`config.mk`:
```
export PLATFORM = sky130hd
export DESIGN_NAME = scramble_ctrl_flat
export DESIGN_NICKNAME = d
export VERILOG_FILES = /design/src/rtl/scramble_ctrl_if.sv /design/src/rtl/scramble_ctrl.sv /design/src/flat_wrapper.sv
export SDC_FILE = /design/constraint.sdc
export NUM_CORES = 1
export LEC_CHECK = 0
export ABC_CLOCK_PERIOD_IN_PS = 2800
export CAP_MARGIN = 20
export CORE_UTILIZATION = 45
export CTS_CLUSTER_DIAMETER = 80
export DETAILED_ROUTE_END_ITERATION = 8
export HOLD_SLACK_MARGIN = 0.1
export PLACE_DENSITY = 0.84
export SLEW_MARGIN = 10
export SYNTH_ARGS = -nofsm -noshare
export SYNTH_HDL_FRONTEND = slang
export SYNTH_SLANG_ARGS = --single-unit
export TNS_END_PERCENT = 20
```
`constraint.sdc`:
```
create_clock -name i_CLK -period 2.8 [get_ports i_CLK]
set_clock_uncertainty 0.1 [all_clocks]
set_input_delay 0.28 -clock i_CLK [delete_from_list [all_inputs] [get_ports i_CLK]]
set_output_delay 0.28 -clock i_CLK [all_outputs]
set_load 0.02 [all_outputs]
```
`src/rtl/scramble_ctrl_if.sv`:
```
// rtl/scramble_ctrl_if.sv - handshake and RAM2B port bundle for the scramble sequencer
interface scramble_ctrl_if #(
  parameter int ADDR_SIZE = 5
);

  // upstream sample handshake (sample data goes straight into RAM write port A)
  logic                 i_in_valid;
  logic                 o_in_ready;

  // downstream pair handshake (pair data comes straight out of RAM read ports A/B)
  logic                 i_out_ready;
  logic                 o_out_valid;
  logic                 o_out_last;
  logic                 o_frame_done;

  // RAM2B write ports
  logic                 o_write_en_A;
  logic [ADDR_SIZE-1:0] o_write_addr_A;
  logic                 o_write_en_B;
  logic [ADDR_SIZE-1:0] o_write_addr_B;

  // RAM2B read ports
  logic                 o_read_en_A;
  logic                 o_read_en_B;
  logic [ADDR_SIZE-1:0] o_read_addr_A;
  logic [ADDR_SIZE-1:0] o_read_addr_B;

  // controller side
  modport master (
    input  i_in_valid,
    input  i_out_ready,
    output o_in_ready,
    output o_out_valid,
    output o_out_last,
    output o_frame_done,
    output o_write_en_A,
    output o_write_addr_A,
    output o_write_en_B,
    output o_write_addr_B,
    output o_read_en_A,
    output o_read_en_B,
    output o_read_addr_A,
    output o_read_addr_B
  );

  // stream source / sink side
  modport slave (
    output i_in_valid,
    output i_out_ready,
    input  o_in_ready,
    input  o_out_valid,
    input  o_out_last,
    input  o_frame_done,
    input  o_write_en_A,
    input  o_write_addr_A,
    input  o_write_en_B,
    input  o_write_addr_B,
    input  o_read_en_A,
    input  o_read_en_B,
    input  o_read_addr_A,
    input  o_read_addr_B
  );

endinterface

```
`src/rtl/scramble_ctrl.sv`:
```
// rtl/scramble_ctrl.sv - fill/drain address sequencer for the bit-reversal scramble RAM
module scramble_ctrl #(
  parameter int MEM_SIZE  = 32,
  parameter int ADDR_SIZE = $clog2(MEM_SIZE)
) (
  input  logic            i_CLK,
  input  logic            i_RST,
  scramble_ctrl_if.master bus
);

  // pair counter needs one bit less than the address; keep at least one bit for MEM_SIZE=2
  localparam int                    PAIR_W    = (ADDR_SIZE > 1) ? ADDR_SIZE - 1 : 1;
  localparam logic [ADDR_SIZE-1:0]  WR_LAST   = ADDR_SIZE'(MEM_SIZE - 1);
  localparam logic [PAIR_W-1:0]     PAIR_LAST = PAIR_W'(MEM_SIZE / 2 - 1);

  typedef enum logic [1:0] {
    IDLE  = 2'd0,
    FILL  = 2'd1,
    DRAIN = 2'd2,
    DONE  = 2'd3
  } state_t;

  state_t               state;
  state_t               state_nxt;
  logic [ADDR_SIZE-1:0] wr_cnt;
  logic [ADDR_SIZE-1:0] wr_cnt_nxt;
  logic [PAIR_W-1:0]    pair_cnt;
  logic [PAIR_W-1:0]    pair_cnt_nxt;

  logic                 pair_last;
  logic [ADDR_SIZE-1:0] even_addr;
  logic [ADDR_SIZE-1:0] rev_addr_a;
  logic [ADDR_SIZE-1:0] rev_addr_b;

  // final pair of the frame; only meaningful while draining
  assign pair_last = (pair_cnt == PAIR_LAST);

  // state and counters; reset abandons any partial frame but leaves RAM untouched
  always_ff @(posedge i_CLK or negedge i_RST) begin
    if (!i_RST) begin
      state    <= IDLE;
      wr_cnt   <= '0;
      pair_cnt <= '0;
    end else begin
      state    <= state_nxt;
      wr_cnt   <= wr_cnt_nxt;
      pair_cnt <= pair_cnt_nxt;
    end
  end

  // next-state: fill linearly, then drain butterfly pairs, then a one-cycle done marker
  always_comb begin
    state_nxt    = state;
    wr_cnt_nxt   = wr_cnt;
    pair_cnt_nxt = pair_cnt;
    case (state)
      IDLE: begin
        state_nxt = FILL;
      end
      FILL: begin
        // ready is constantly high in FILL, so valid alone is an accept
        if (bus.i_in_valid) begin
          if (wr_cnt == WR_LAST) begin
            wr_cnt_nxt = '0;
            state_nxt  = DRAIN;
          end else begin
            wr_cnt_nxt = wr_cnt + 1'b1;
          end
        end
      end
      DRAIN: begin
        // valid is constantly high in DRAIN, so ready alone is an accept
        if (bus.i_out_ready) begin
          if (pair_last) begin
            pair_cnt_nxt = '0;
            state_nxt    = DONE;
          end else begin
            pair_cnt_nxt = pair_cnt + 1'b1;
          end
        end
      end
      DONE: begin
        state_nxt = FILL;
      end
      default: begin
        state_nxt = IDLE;
      end
    endcase
  end

  // pair addresses: A is bitrev of the even index, B is its partner in the upper half
  always_comb begin
    even_addr  = ADDR_SIZE'({pair_cnt, 1'b0});
    rev_addr_a = '0;
    for (int i = 0; i < ADDR_SIZE; i++) begin
      rev_addr_a[i] = even_addr[ADDR_SIZE-1-i];
    end
    rev_addr_b                = rev_addr_a;
    rev_addr_b[ADDR_SIZE-1]   = 1'b1;
  end

  // output decode from registered state; the only input path is write enable during FILL
  always_comb begin
    bus.o_in_ready     = 1'b0;
    bus.o_out_valid    = 1'b0;
    bus.o_out_last     = 1'b0;
    bus.o_frame_done   = 1'b0;
    bus.o_write_en_A   = 1'b0;
    bus.o_write_addr_A = '0;
    bus.o_write_en_B   = 1'b0;
    bus.o_write_addr_B = '0;
    bus.o_read_en_A    = 1'b0;
    bus.o_read_en_B    = 1'b0;
    bus.o_read_addr_A  = '0;
    bus.o_read_addr_B  = '0;
    case (state)
      FILL: begin
        bus.o_in_ready     = 1'b1;
        bus.o_write_en_A   = bus.i_in_valid;
        bus.o_write_addr_A = wr_cnt;
      end
      DRAIN: begin
        // RAM reads are asynchronous, so the pair is valid in the address cycle
        bus.o_out_valid   = 1'b1;
        bus.o_read_en_A   = 1'b1;
        bus.o_read_en_B   = 1'b1;
        bus.o_read_addr_A = rev_addr_a;
        bus.o_read_addr_B = rev_addr_b;
        bus.o_out_last    = pair_last;
      end
      DONE: begin
        bus.o_frame_done = 1'b1;
      end
      default: begin
      end
    endcase
  end

endmodule

```
`src/flat_wrapper.sv`:
```
// flat-port wrapper written by rule: the top's interface ports become plain ports
module scramble_ctrl_flat 
#(
  parameter int MEM_SIZE  = 32,
  parameter int ADDR_SIZE = $clog2(MEM_SIZE)
)
  (i_CLK, i_RST, bus_i_in_valid, bus_i_out_ready, bus_o_in_ready, bus_o_out_valid, bus_o_out_last, bus_o_frame_done, bus_o_write_en_A, bus_o_write_addr_A, bus_o_write_en_B, bus_o_write_addr_B, bus_o_read_en_A, bus_o_read_en_B, bus_o_read_addr_A, bus_o_read_addr_B);
  scramble_ctrl_if #(.ADDR_SIZE(ADDR_SIZE)) bus_i ();
  input  logic i_CLK;
  input  logic i_RST;
  input wire logic [$bits(bus_i.i_in_valid)-1:0] bus_i_in_valid;
  input wire logic [$bits(bus_i.i_out_ready)-1:0] bus_i_out_ready;
  output wire logic [$bits(bus_i.o_in_ready)-1:0] bus_o_in_ready;
  output wire logic [$bits(bus_i.o_out_valid)-1:0] bus_o_out_valid;
  output wire logic [$bits(bus_i.o_out_last)-1:0] bus_o_out_last;
  output wire logic [$bits(bus_i.o_frame_done)-1:0] bus_o_frame_done;
  output wire logic [$bits(bus_i.o_write_en_A)-1:0] bus_o_write_en_A;
  output wire logic [$bits(bus_i.o_write_addr_A)-1:0] bus_o_write_addr_A;
  output wire logic [$bits(bus_i.o_write_en_B)-1:0] bus_o_write_en_B;
  output wire logic [$bits(bus_i.o_write_addr_B)-1:0] bus_o_write_addr_B;
  output wire logic [$bits(bus_i.o_read_en_A)-1:0] bus_o_read_en_A;
  output wire logic [$bits(bus_i.o_read_en_B)-1:0] bus_o_read_en_B;
  output wire logic [$bits(bus_i.o_read_addr_A)-1:0] bus_o_read_addr_A;
  output wire logic [$bits(bus_i.o_read_addr_B)-1:0] bus_o_read_addr_B;
  assign bus_i.i_in_valid = bus_i_in_valid;
  assign bus_i.i_out_ready = bus_i_out_ready;
  assign bus_o_in_ready = bus_i.o_in_ready;
  assign bus_o_out_valid = bus_i.o_out_valid;
  assign bus_o_out_last = bus_i.o_out_last;
  assign bus_o_frame_done = bus_i.o_frame_done;
  assign bus_o_write_en_A = bus_i.o_write_en_A;
  assign bus_o_write_addr_A = bus_i.o_write_addr_A;
  assign bus_o_write_en_B = bus_i.o_write_en_B;
  assign bus_o_write_addr_B = bus_i.o_write_addr_B;
  assign bus_o_read_en_A = bus_i.o_read_en_A;
  assign bus_o_read_en_B = bus_i.o_read_en_B;
  assign bus_o_read_addr_A = bus_i.o_read_addr_A;
  assign bus_o_read_addr_B = bus_i.o_read_addr_B;
  scramble_ctrl #(.MEM_SIZE(MEM_SIZE), .ADDR_SIZE(ADDR_SIZE)) u_core (.i_CLK(i_CLK), .i_RST(i_RST), .bus(bus_i));
endmodule
```
==> key figures <==
Yosys
  • Synth top area share: 0.359
  • Proportion of synthesized chip area in sequential cells: 0.359
  • Share of synthesized registers carrying an async set or reset: 1.00
  • Synth warnings: 0
  • Number of distinct library cells after synthesis: 31
  • Average size of a mapped cell: 9.71 um^2
  • Cell type contributing the most total cell area after synthesis: sky130_fd_sc_hd__dfrtp_1
  • Cell types occupying the most area after synthesis: sky130_fd_sc_hd__dfrtp_1 (36%), sky130_fd_sc_hd__buf_4 (14%), sky130_fd_sc_hd__ha_1 (9.8%)
  • Synthesized netlist cell count: 79
  • Synth Register Bits: 11
  • Ys flop type: sky130_fd_sc_hd__dfrtp_1
  • Post-synth EDFFs: 0
  • Post-Syn Area: 767 um^2

STA
  • Share of the clock period used by the worst path: 0.834
  • Highest clock frequency the design can meet: 428 MHz
  • RSZ-0062 raised after global routing: false
  • Post-layout min period: 2340 ps
  • Hold violation count in the final report: 0
  • Number of max-slew violations in the final report: 0
  • Setup total negative slack: 0 ps
  • Setup WS post-layout: 464 ps
  • Final setup violation count: 0

Finish
  • Fraction of final layout cells with drive strength greater than 1: 0.133
  • Number of fillers in the final layout: 137
  • Count of nets after finishing: 109
  • FF+latch area: 275 um^2
  • Most common library cell in the layout ignoring fill and taps: sky130_fd_sc_hd__clkdlybuf4s50_1
  • Area of the multi-input gates: 393 um^2
  • Commonest non-fill, non-tap cells in the layout: sky130_fd_sc_hd__clkdlybuf4s50_1 (24), sky130_fd_sc_hd__dfrtp_1 (11), sky130_fd_sc_hd__conb_1 (7)
  • Area Growth Syn to Fin: 25.9%
  • Final antenna diode count: 0

Clocking
  • CTS-repair resized insts: 0
  • H-tree depth reported by CTS: 1
  • Clock insertion delay at the later pin of the skew report: 250 ps
  • Maximum clock insertion buffer count: 2
  • CTS sink cnt: 11
  • Clock root buffer: sky130_fd_sc_hd__clkbuf_4
  • Hold_buf cts: 0
  • CTS clk-pin slew, worst paths: 60 ps
  • Clock tree from TritonCTS: built
  • Number of buffers created by CTS: 3
  • Post-CTS Setup Bufs: 0

Min path
  • Worst hold-check path type: input port to async pin

Drt
  • Remaining antenna violation count after routing: 0
  • Vias per std cell: 5.20
  • First-iteration detailed-routing DRC count: 6
  • Drt total wl: 1290 um
  • DRC Markers: 0
  • Post-DR wirelength/cell: 11.3 um
  • Total vias in the final route: 593
  • First-pass DRT Iterations: 4

Worst setup path
  • Critical Path Start Type: flop
  • Req. time, crit path: 2420 ps
  • Worst setup path category: flop to primary output
  • Worst path top cell family by delay: buffers and inverters
  • Crit path depth: 4
  • Largest driver fanout on the critical path: 15
  • R2r worst-path depth: 6
  • WP data arrival: 1960 ps
  • Kind of end point of the critical path: primary output
  • Worst path max stage delay: 590 ps
  • Critical path, cell by cell: inv_1, ha_1, and4_1, clkdlybuf4s50_1
  • CP Buf/Inv Count: 2
  • Critical Path Slowest Stage Cell: sky130_fd_sc_hd__clkdlybuf4s50_1

Placement
  • I/O Buffers: 24
  • Setup slack after placement: 738 ps
  • DPL Wire Length: 1040 um
  • RePlAce Congestion: 0.818

Global routing
  • Antenna violations before repair: 0
  • Total gr overflow: 0
  • Global-route wire length before repair: 2020 um
  • Number of global-route vias before repair: 516
  • GRT Total Usage: 0.148
  • Maximum number of pins on one net before global-route repair: 16

Power
  • Maximum vdd ir drop: 0.559 mV
  • Leakage power total: 0.439 nW
  • P per Cell Area: 804 nW/um^2

Floorplan
  • Effective utilization at floorplan: 0.498
  • Core Box Area: 1540 um^2
  • Area of the die: 1870 um^2
  • I/O Pins: 32
  • Site row count: 14
  • Die width: 43.3 um
  • Y dimension of the die: 43.3 um

Job
  • Max-cap check violation count: 0

Status
  • Status: finished clean
layer usage:
metal,wire (um),up-vias,share of wire,track usage
li1,-,288,-,-
met1,513,263,0.40,0.154
met2,624,36,0.48,0.266
met3,121,6,0.094,0.0298
met4,29,0,0.023,0.0909
met5,0,-,0,0
path summary, 6_finish.rpt:
check                                        startpoint  slack (ps)                           end
max                         u_core.state[0]$_DFFE_PN0P_         460                bus_o_out_last
min                                               i_RST         240  u_core.wr_cnt[4]$_DFFE_PN0P_
max reg2reg                u_core.wr_cnt[0]$_DFFE_PN0P_        1040   u_core.state[1]$_DFFE_PN0P_
min reg2reg                u_core.wr_cnt[0]$_DFFE_PN0P_         440  u_core.wr_cnt[0]$_DFFE_PN0P_
max in group asynchronous                         i_RST        2040  u_core.wr_cnt[1]$_DFFE_PN0P_
min in group i_CLK         u_core.wr_cnt[0]$_DFFE_PN0P_         440  u_core.wr_cnt[0]$_DFFE_PN0P_
flip-flops by register name (all words and copies together) (netlist names):
register,cells
u_core.state,2
u_core.pair_cnt,4
u_core.wr_cnt,5
logic make-up (layout without fill, tap and decap cells):
family,Yosys count,after routing,synth area share
xor+xnor,1,1,0.0114
fa+ha+maj,6,6,0.0979
mux,4,4,0.0571
buf+inv,18,31,0.158
flops,11,11,0.359
simple gates,25,25,0.201
other cells,1,7,0.00489
compound gates,13,13,0.111
cell type report:
| type | count | area share |
|---|---|---|
| clock buffer | 4 | 0.0272 |
| inverter | 3 | 0.0117 |
| multi-input combinational | 56 | 0.407 |
| sequential | 11 | 0.285 |
| tap | 16 | 0.0207 |
| timing repair buffer | 24 | 0.249 |
power breakdown:
group	total, mW	internal, mW	switching [mW]
combinational	0.426	0.216	0.210
clock	0.101	0.0549	0.0457
sequential	0.250	0.205	0.0442
stage by stage:
step | power (mW) | hold WS, ps | cells | instance area, um^2 | utilization
6_report | 0.776 | 244 | 114 | 966 | 0.627
5_1_grt | 0.838 | 282 | 114 | 966 | 0.627
4_1_cts | 0.786 | 270 | 114 | 966 | 0.627
3_5_place_dp | 0.682 | 424 | 110 | 940 | 0.610
3_3_place_gp | 0.670 | 421 | 110 | 940 | 0.610
2_1_floorplan | 0.532 | -116 | 85 | 790 | -
cells in the mapped netlist, types with 2 or more instances:
cell type,instances
sky130_fd_sc_hd__and2_1,4
sky130_fd_sc_hd__dfrtp_1,11
sky130_fd_sc_hd__nand2_1,4
sky130_fd_sc_hd__o21ai_1,2
sky130_fd_sc_hd__a21oi_1,2
sky130_fd_sc_hd__buf_4,14
sky130_fd_sc_hd__mux2_2,3
sky130_fd_sc_hd__inv_1,3
sky130_fd_sc_hd__nand3_1,3
sky130_fd_sc_hd__ha_1,6
sky130_fd_sc_hd__and2_2,5
sky130_fd_sc_hd__o21ai_0,3
worst reg2reg max path: stages, from the launching register on:
cell	delay [ps]
sky130_fd_sc_hd__dfrtp_1	410
sky130_fd_sc_hd__ha_1	200
sky130_fd_sc_hd__and3_1	170
sky130_fd_sc_hd__ha_1	230
sky130_fd_sc_hd__nand2_1	110
sky130_fd_sc_hd__a22oi_1	240
sky130_fd_sc_hd__mux2i_1	210
Power figures use the tool's default switching activity.
